## config.mk

```make
export PLATFORM = sky130hd
export DESIGN_NAME = ula_arbiter
export DESIGN_NICKNAME = d
export VERILOG_FILES = /design/src/rtl/ula_pkg.sv /design/src/rtl/ula_core.sv /design/src/rtl/ula_arbiter.sv
export SDC_FILE = /design/constraint.sdc
export NUM_CORES = 1
export LEC_CHECK = 0
export ABC_AREA = 1
export BUFFER_PORTS_ARGS = -buffer_cell sky130_fd_sc_hd__buf_4
export CORE_MARGIN = 2
export CORE_UTILIZATION = 40
export CTS_CLUSTER_SIZE = 20
export DETAILED_ROUTE_END_ITERATION = 10
export REMOVE_ABC_BUFFERS = 1
export SYNTH_ARGS = -nofsm -noshare
export SYNTH_HDL_FRONTEND = slang
export SYNTH_SLANG_ARGS = --single-unit
```

## constraint.sdc

```tcl
create_clock -name clock -period 8.5 [get_ports clock]
set_input_delay 1.7 -clock clock [delete_from_list [all_inputs] [get_ports clock]]
set_output_delay 1.7 -clock clock [all_outputs]
set_load 0.02 [all_outputs]
```

## src/rtl/ula_pkg.sv

```systemverilog
// ula_pkg: shared constants and types for the two-port ALU arbiter.
// ALU op encodings, default datapath width and the per-port buffer state type.
package ula_pkg;

    localparam int ULA_WIDTH = 20;

    localparam logic [1:0] ULA_ADD = 2'b00;
    localparam logic [1:0] ULA_OR  = 2'b01;
    localparam logic [1:0] ULA_AND = 2'b10;
    localparam logic [1:0] ULA_NOT = 2'b11;

    // Response buffer of one requester: empty, or holding an unaccepted result
    typedef enum logic {
        PORT_IDLE = 1'b0,
        PORT_FULL = 1'b1
    } port_state_t;

    // Next buffer state given whether the port is granted and whether it accepts
    function automatic port_state_t port_next(input port_state_t cur,
                                              input logic granted,
                                              input logic accept);
        port_state_t nxt;
        nxt = cur;
        case (cur)
            PORT_IDLE: if (granted) nxt = PORT_FULL;
            PORT_FULL: if (accept && !granted) nxt = PORT_IDLE;
            default:   nxt = PORT_IDLE;
        endcase
        return nxt;
    endfunction

endpackage

```

## src/rtl/ula_core.sv

```systemverilog
// ula_core: purely combinational ALU shared by both requesters.
// add wraps modulo 2^WIDTH, not ignores opB, zero compares the raw operands.
module ula_core
    import ula_pkg::*;
#(
    parameter int WIDTH = ULA_WIDTH
) (
    input  logic [1:0]       ctl,
    input  logic [WIDTH-1:0] opA,
    input  logic [WIDTH-1:0] opB,
    output logic [WIDTH-1:0] result,
    output logic             zero
);

    // Select the operation; the equality flag is independent of the op
    always_comb begin
        result = '0;
        case (ctl)
            ULA_ADD: result = opA + opB;
            ULA_OR:  result = opA | opB;
            ULA_AND: result = opA & opB;
            ULA_NOT: result = ~opA;
            default: result = '0;
        endcase
        zero = (opA == opB);
    end

endmodule

```

## src/rtl/ula_arbiter.sv

```systemverilog
// ula_arbiter: round-robin sharing of one ALU between two requesters.
// Each port owns a one-entry response buffer; a port is only granted when its
// buffer is empty or being drained in the same cycle.
// Optional macro ULA_LOCK_EN: a port granted with lock=1 keeps priority until
// it is granted again with lock=0. Without it the lock inputs are ignored.
module ula_arbiter
    import ula_pkg::*;
#(
    parameter int WIDTH = ULA_WIDTH
) (
    input  logic             clock,
    input  logic             reset,

    input  logic             req0,
    input  logic [1:0]       ctl0,
    input  logic [WIDTH-1:0] opA0,
    input  logic [WIDTH-1:0] opB0,
    input  logic             lock0,
    output logic             gnt0,
    output logic             rvalid0,
    input  logic             rready0,
    output logic [WIDTH-1:0] result0,
    output logic             zero0,

    input  logic             req1,
    input  logic [1:0]       ctl1,
    input  logic [WIDTH-1:0] opA1,
    input  logic [WIDTH-1:0] opB1,
    input  logic             lock1,
    output logic             gnt1,
    output logic             rvalid1,
    input  logic             rready1,
    output logic [WIDTH-1:0] result1,
    output logic             zero1
);

    port_state_t      state0_q, state0_d;
    port_state_t      state1_q, state1_d;
    logic             ptr_q, ptr_d;
    logic             elig0, elig1;
    logic             grant_any;
    logic             grant_port;
    logic [1:0]       core_ctl;
    logic [WIDTH-1:0] core_a, core_b;
    logic [WIDTH-1:0] core_result;
    logic             core_zero;
    logic [WIDTH-1:0] result0_q, result1_q;
    logic             zero0_q, zero1_q;

`ifdef ULA_LOCK_EN
    logic             lock_held_q, lock_held_d;
    logic             lock_port_q, lock_port_d;
    logic             grant_lock;
`else
    logic             unused_lock;
    assign unused_lock = lock0 | lock1;
`endif

    assign rvalid0 = (state0_q == PORT_FULL);
    assign rvalid1 = (state1_q == PORT_FULL);
    assign result0 = result0_q;
    assign result1 = result1_q;
    assign zero0   = zero0_q;
    assign zero1   = zero1_q;

    // Decide eligibility and issue at most one grant; nothing is granted in reset
    always_comb begin
        elig0 = req0 && (!rvalid0 || rready0);
        elig1 = req1 && (!rvalid1 || rready1);
        gnt0  = 1'b0;
        gnt1  = 1'b0;
        if (!reset) begin
            if (elig0 && elig1) begin
                if (ptr_q == 1'b0) gnt0 = 1'b1;
                else               gnt1 = 1'b1;
            end else if (elig0) begin
                gnt0 = 1'b1;
            end else if (elig1) begin
                gnt1 = 1'b1;
            end
        end
        grant_any  = gnt0 | gnt1;
        grant_port = gnt1;
    end

    // Route the granted port's op and operands into the shared ALU
    always_comb begin
        core_ctl = ctl0;
        core_a   = opA0;
        core_b   = opB0;
        if (grant_port) begin
            core_ctl = ctl1;
            core_a   = opA1;
            core_b   = opB1;
        end
    end

    ula_core #(
        .WIDTH (WIDTH)
    ) u_core (
        .ctl    (core_ctl),
        .opA    (core_a),
        .opB    (core_b),
        .result (core_result),
        .zero   (core_zero)
    );

`ifdef ULA_LOCK_EN
    // Rotate the priority pointer, unless a lock pins it to its owner
    always_comb begin
        ptr_d       = ptr_q;
        lock_held_d = lock_held_q;
        lock_port_d = lock_port_q;
        grant_lock  = grant_port ? lock1 : lock0;
        if (grant_any) begin
            if (grant_lock) begin
                ptr_d       = grant_port;
                lock_held_d = 1'b1;
                lock_port_d = grant_port;
            end else if (lock_held_q && (lock_port_q == grant_port)) begin
                ptr_d       = ~grant_port;
                lock_held_d = 1'b0;
            end else if (lock_held_q) begin
                ptr_d       = lock_port_q;
            end else begin
                ptr_d       = ~grant_port;
            end
        end
    end
`else
    // Rotate the priority pointer away from whichever port was just served
    always_comb begin
        ptr_d = ptr_q;
        if (grant_any) ptr_d = ~grant_port;
    end
`endif

    // Per-port buffer state: fill on grant, empty on accept without refill
    always_comb begin
        state0_d = port_next(state0_q, gnt0, rready0);
        state1_d = port_next(state1_q, gnt1, rready1);
    end

    // Arbitration and buffer state registers
    always_ff @(posedge clock) begin
        if (reset) begin
            state0_q <= PORT_IDLE;
            state1_q <= PORT_IDLE;
            ptr_q    <= 1'b0;
        end else begin
            state0_q <= state0_d;
            state1_q <= state1_d;
            ptr_q    <= ptr_d;
        end
    end

`ifdef ULA_LOCK_EN
    // Lock ownership registers
    always_ff @(posedge clock) begin
        if (reset) begin
            lock_held_q <= 1'b0;
            lock_port_q <= 1'b0;
        end else begin
            lock_held_q <= lock_held_d;
            lock_port_q <= lock_port_d;
        end
    end
`endif

    // Capture the ALU result into the granted port's response buffer
    always_ff @(posedge clock) begin
        if (reset) begin
            result0_q <= '0;
            result1_q <= '0;
            zero0_q   <= 1'b0;
            zero1_q   <= 1'b0;
        end else begin
            if (gnt0) begin
                result0_q <= core_result;
                zero0_q   <= core_zero;
            end
            if (gnt1) begin
                result1_q <= core_result;
                zero1_q   <= core_zero;
            end
        end
    end

endmodule

```

## After elaboration in Yosys (flattened, before gate mapping)

Index checks and enable logic that the tools add are counted.

| word-level totals | value |
|---|---|
| register bits | 45 |
| input port bits | 92 |
| output and inout bits | 46 |
| logic and storage cells | 50 |

| operators by class | value |
|---|---|
| $add $sub $neg | 1 |
| eq/ne operators | 4 |
| mux-type cells | 19 |
| bitwise gates (word level) | 7 |
| reduce and logical (&&, ||, !) cells | 12 |

Operators with widths:

| kind | number |
|---|---|
| $pmux 20 s4 | 1 |
| $mux 20 | 2 |
| $add 20x20->20 | 1 |
| $and 20x20->20 | 1 |
| $eq 20x20->1 | 1 |
| $not 20->20 | 1 |
| $or 20x20->20 | 1 |
| $mux 1 | 13 |
| $logic_and 1x1->1 | 5 |
| $eq 2x2->1 const B | 2 |
| $logic_not 1->1 | 4 |
| $pmux 1 s2 | 2 |
| $not 1->1 | 3 |
| $eq 2x1->1 const B | 1 |
| $logic_not 2->1 | 1 |
| $logic_or 1x1->1 | 2 |
| $mux 2 | 1 |
| $or 1x1->1 | 1 |

## Longest topological paths before layout

| logic depth | value |
|---|---|
| word-level depth | 11 |
| mapped depth | 26 |
| depth with buffers taken out | 24 |

## Cells and area by module

Synthesis repeated with hierarchy kept, for this count alone.

| second synthesis, totals | value |
|---|---|
| cells, all modules | 826 |
| area total of the unflattened synthesis | 4628.2 um^2 |

By module, submodules not included:

| module | instances | cells an instance | area an instance (um^2) | seq. area each (um^2) |
|---|---|---|---|---|
| ula_arbiter | 1 | 430 | 2514.9 | 900.9 |
| ula_core | 1 | 396 | 2113.3 | 0.0 |

## Worst setup path before layout

OpenSTA, ideal clock, no wires.

| path | value |
|---|---|
| path kind | input to output |
| start | in reset |
| end | out gnt1 |
| arrival | 2.681 ns |
| data required time | 6.800 ns |
| setup slack | 4.119 ns |
| stages | 6 |
| buffers on the path | 3 |
| cell sequence | buf_4 -> nor2_8 -> nand2_4 -> buf_6 -> inv_2 -> clkbuf_1 |

| between the ends | value |
|---|---|
| word-level cells in the longest chain between the ends | 1 |

Ends and longest elaborated chain:

| element | line | source |
|---|---|---|
| start, declared | ula_arbiter.sv:12 | `input logic reset,` |
| $mux 1 | ula_arbiter.sv:72 | `if (!reset) begin` |
| end, declared | ula_arbiter.sv:30 | `output logic gnt1,` |

Every way passes these cells.

## Final worst setup path

| path | value |
|---|---|
| start | in rready1 |
| end | out gnt1 |

| between the ends | value |
|---|---|
| word-level cells in the longest chain between the ends | 6 |
| elaborated cells on any way between the ends | 7 |
| those cells by class | 4 x mux; 3 x reduce/logical |

Ends and longest elaborated chain:

| element | line | source |
|---|---|---|
| start, declared | ula_arbiter.sv:32 | `input logic rready1,` |
| $logic_or 1x1->1 (*) | ula_arbiter.sv:69 | `elig1 = req1 && (!rvalid1 \|\| rready1);` |
| $logic_and 1x1->1 (*) | ula_arbiter.sv:69 |  |
| $mux 1 | ula_arbiter.sv:78 | `end else if (elig1) begin` |
| $mux 1 | ula_arbiter.sv:76 | `end else if (elig0) begin` |
| $mux 1 (*) | ula_arbiter.sv:73 | `if (elig0 && elig1) begin` |
| $mux 1 (*) | ula_arbiter.sv:72 |  |

Mark *: on every way between the ends. The rest lies on a longest branch, timed or not.

==> results.sh <==
export IMPL_power_density_nw_per_um2=141.9
export IMPL_n_antenna_cell=0
export IMPL_antenna_found_initial=0
export IMPL_hp_start="ptr_q"
export IMPL_ctsHoldBuffers=0
export IMPL_fin_nets=1037
export IMPL_cts_buffers=5
export IMPL_drt_iter0_drc=280
export IMPL_core_um2=11370
export IMPL_stdcell_area_um2=5818
export IMPL_cts_buffer_depth=2
export IMPL_drc_errors=0
export IMPL_ant_nets=0
export IMPL_areaGrowthSynthToFinish_pct=25.51
export IMPL_use_met2_pct=35.39
export IMPL_p_seq_share_pct=28.8
export IMPL_die_area_um2=12470
export IMPL_grt_max_degree=86
export IMPL_grt_usage_pct=20.91
export IMPL_port_buffers=135
export IMPL_path_class="input port to output pin"
export IMPL_vias_per_cell=4.811
export IMPL_hpwl_mm=10.52
export IMPL_layout_commonest_cell="nand2_1"
export IMPL_cap_viol_max_count=0
export IMPL_combPwrFrac_pct=47.2
export IMPL_rsz0062_at_grt="no"
export IMPL_synth_cells=788
export IMPL_tritoncts="done"
export IMPL_power_internal_mw=0.4871
export IMPL_maxSlewHeadroom_pct=35.29
export IMPL_fin_crit_ns=5.262
export IMPL_top_usage_layer="met2"
export IMPL_r2r_start="rvalid1"
export IMPL_syn_cell_area_um2=4636
export IMPL_post_cts_buffers=0
export IMPL_totalPowerFinal_mw=0.8256
export IMPL_cp_max_fo=85
export IMPL_cp_data_arrival_time_ns=3.56
export IMPL_syn_area_per_cell_um2=5.883
export IMPL_fin_crit_sh_pct=61.91
export IMPL_p_switching_mw=0.3385
export IMPL_ios=138
export IMPL_skew_ns=0.004921
export IMPL_use_met1_pct=28.99
export IMPL_outcome="complete, no violations"
export IMPL_critPathLaunch="rready1"
export IMPL_vias=5042
export IMPL_clkLatencyLatePin_ns=0.29
export IMPL_cts_root_buffer="clkbuf_16"
export IMPL_htreeDepth=2
export IMPL_fin_setup_tns_ns=0
export IMPL_finalHoldViolations=0
export IMPL_worst_pin_slew_ns=0.9664
export IMPL_required_ns=6.80
export IMPL_grt_pass1_wl_mm=21.82
export IMPL_start_util_pct=40.77
export IMPL_power_leakage_nw=3.396
export IMPL_ir_drop_uv=123.4
export IMPL_drt_first_pass_iters=6
export IMPL_fp_dieW_um=111.7
export IMPL_drive_gt1_share_pct=19.23
export IMPL_clkTransAtPathRegs_ns=0.06
export IMPL_gp_congestion=0.8914
export IMPL_critPathCaptureType="output pin"
export IMPL_yosys_warnings=0
export IMPL_setup_viol=0
export IMPL_ys_ff_latch=45
export IMPL_wl_mm=13.28
export IMPL_overflow=0
export IMPL_row_count=39
export IMPL_routedWlPerCell_um=12.67
export IMPL_dp_cells=1040
export IMPL_cts_resized=0
export IMPL_max_clock_freq_mhz=190.0
export IMPL_drv_slew=0
export IMPL_grt_pass1_vias=4609
export IMPL_cts_num_sinks=45
export IMPL_die_y_um=111.7
export IMPL_ys_seq_area_share_pct=19.43
export IMPL_holdWs_ns=0.4642
export IMPL_yosysUniqueCellTypes=36
export IMPL_swShare_pct=41.00
export IMPL_grtUsageMet3_pct=2.014
export IMPL_final_cell_mix="nand2_1 (222), inv_1 (153), buf_4 (136)"
export IMPL_p_clk_share_pct=24.0
export IMPL_start_kind="input port"
export IMPL_min_path_type="flip-flop to flip-flop"
export IMPL_dpl_instance_area_um2=5668
export IMPL_layout_cells_non_filler=1048
==> state kept, by name (all words and copies together), names as in the netlist <==
name     flops
zero1        1
rvalid1      1
result0     20
ptr_q        1
rvalid0      1
zero0        1
result1     20
==> stage by stage <==
stage                     setup WS (ns)  util, %
final                             3.238    51.17
after global routing              2.984    51.17
after CTS                         3.190    51.17
after detailed placement          3.188    49.85
after global placement            3.251    49.85
after floorplan                   3.539        -
==> final cells by class <==
cell class | instances | area [µm²]
Clock inverter | 3 | 25.02
Multi-Input combinational cell | 561 | 2985
Timing Repair Buffer | 136 | 1021
Tap cell | 143 | 178.9
Sequential cell | 45 | 900.9
Clock buffer | 5 | 125.1
Inverter | 155 | 581.8
Fill cell | 1221 | 5552
==> power groups by stage <==
stage | registers (mW) | clock network (mW) | logic [mW]
after floorplan | 0.262 | 0 | 0.234
after global placement | 0.242 | 0 | 0.383
after detailed placement | 0.243 | 0 | 0.389
after CTS | 0.238 | 0.202 | 0.391
after global routing | 0.240 | 0.209 | 0.440
final | 0.238 | 0.198 | 0.389
==> worst max-delay path, cell delays in order <==
cell,delay [ns]
buf_4,0.08
inv_1,0.03
nand2_2,0.07
nand2_4,0.07
nor2_8,0.12
nand2_4,0.40
inv_2,0.77
buf_4,0.26
==> cells by family after synthesis <==
| logic type | Yosys count | share of synthesized area [%] |
|---|---|---|
| simple gates | 390 | 36.44 |
| buf+inv | 182 | 16.17 |
| compound gates | 122 | 15.22 |
| flops | 45 | 19.43 |
| fa+ha+maj | 41 | 11.23 |
| xor+xnor | 8 | 1.512 |
==> worst paths after layout <==
| path | end | cells past startpoint | slack (ns) |
|---|---|---|---|
| worst max-delay path | gnt1 | 8 | 3.24 |
| worst min-delay path | ptr_q | 2 | 0.46 |
| worst max register to register | result1[16] | 21 | 5.04 |
| worst min register to register | ptr_q | 2 | 0.46 |
==> routing by layer <==
layer  wire length [µm]  share of wire [%]
met5                  0                  0
met4                154                1.2
met3                601                4.5
met2               6036                 45
met1               6484                 49
==> cells in the mapped netlist, drive strengths merged <==
master	count	area, µm²
a21o	1	7.510
a21oi	35	175.2
and2	1	6.260
buf	18	133.9
clkbuf	9	33.78
dfxtp	45	900.9
fa	1	20.02
ha	40	500.5
inv	155	581.8
nand2	230	898.4
nand3	67	340.3
nand3b	7	52.55
nand4	5	31.28
nor2	68	291.5
nor3	5	25.02
nor4	3	18.77
o211ai	1	7.510
o21a	16	150.2
o21ai	67	350.3
o21bai	2	15.01
or2	4	25.02
xnor2	2	17.52
xor2	6	52.55
No activity file was read; power rests on OpenSTA's default activity.
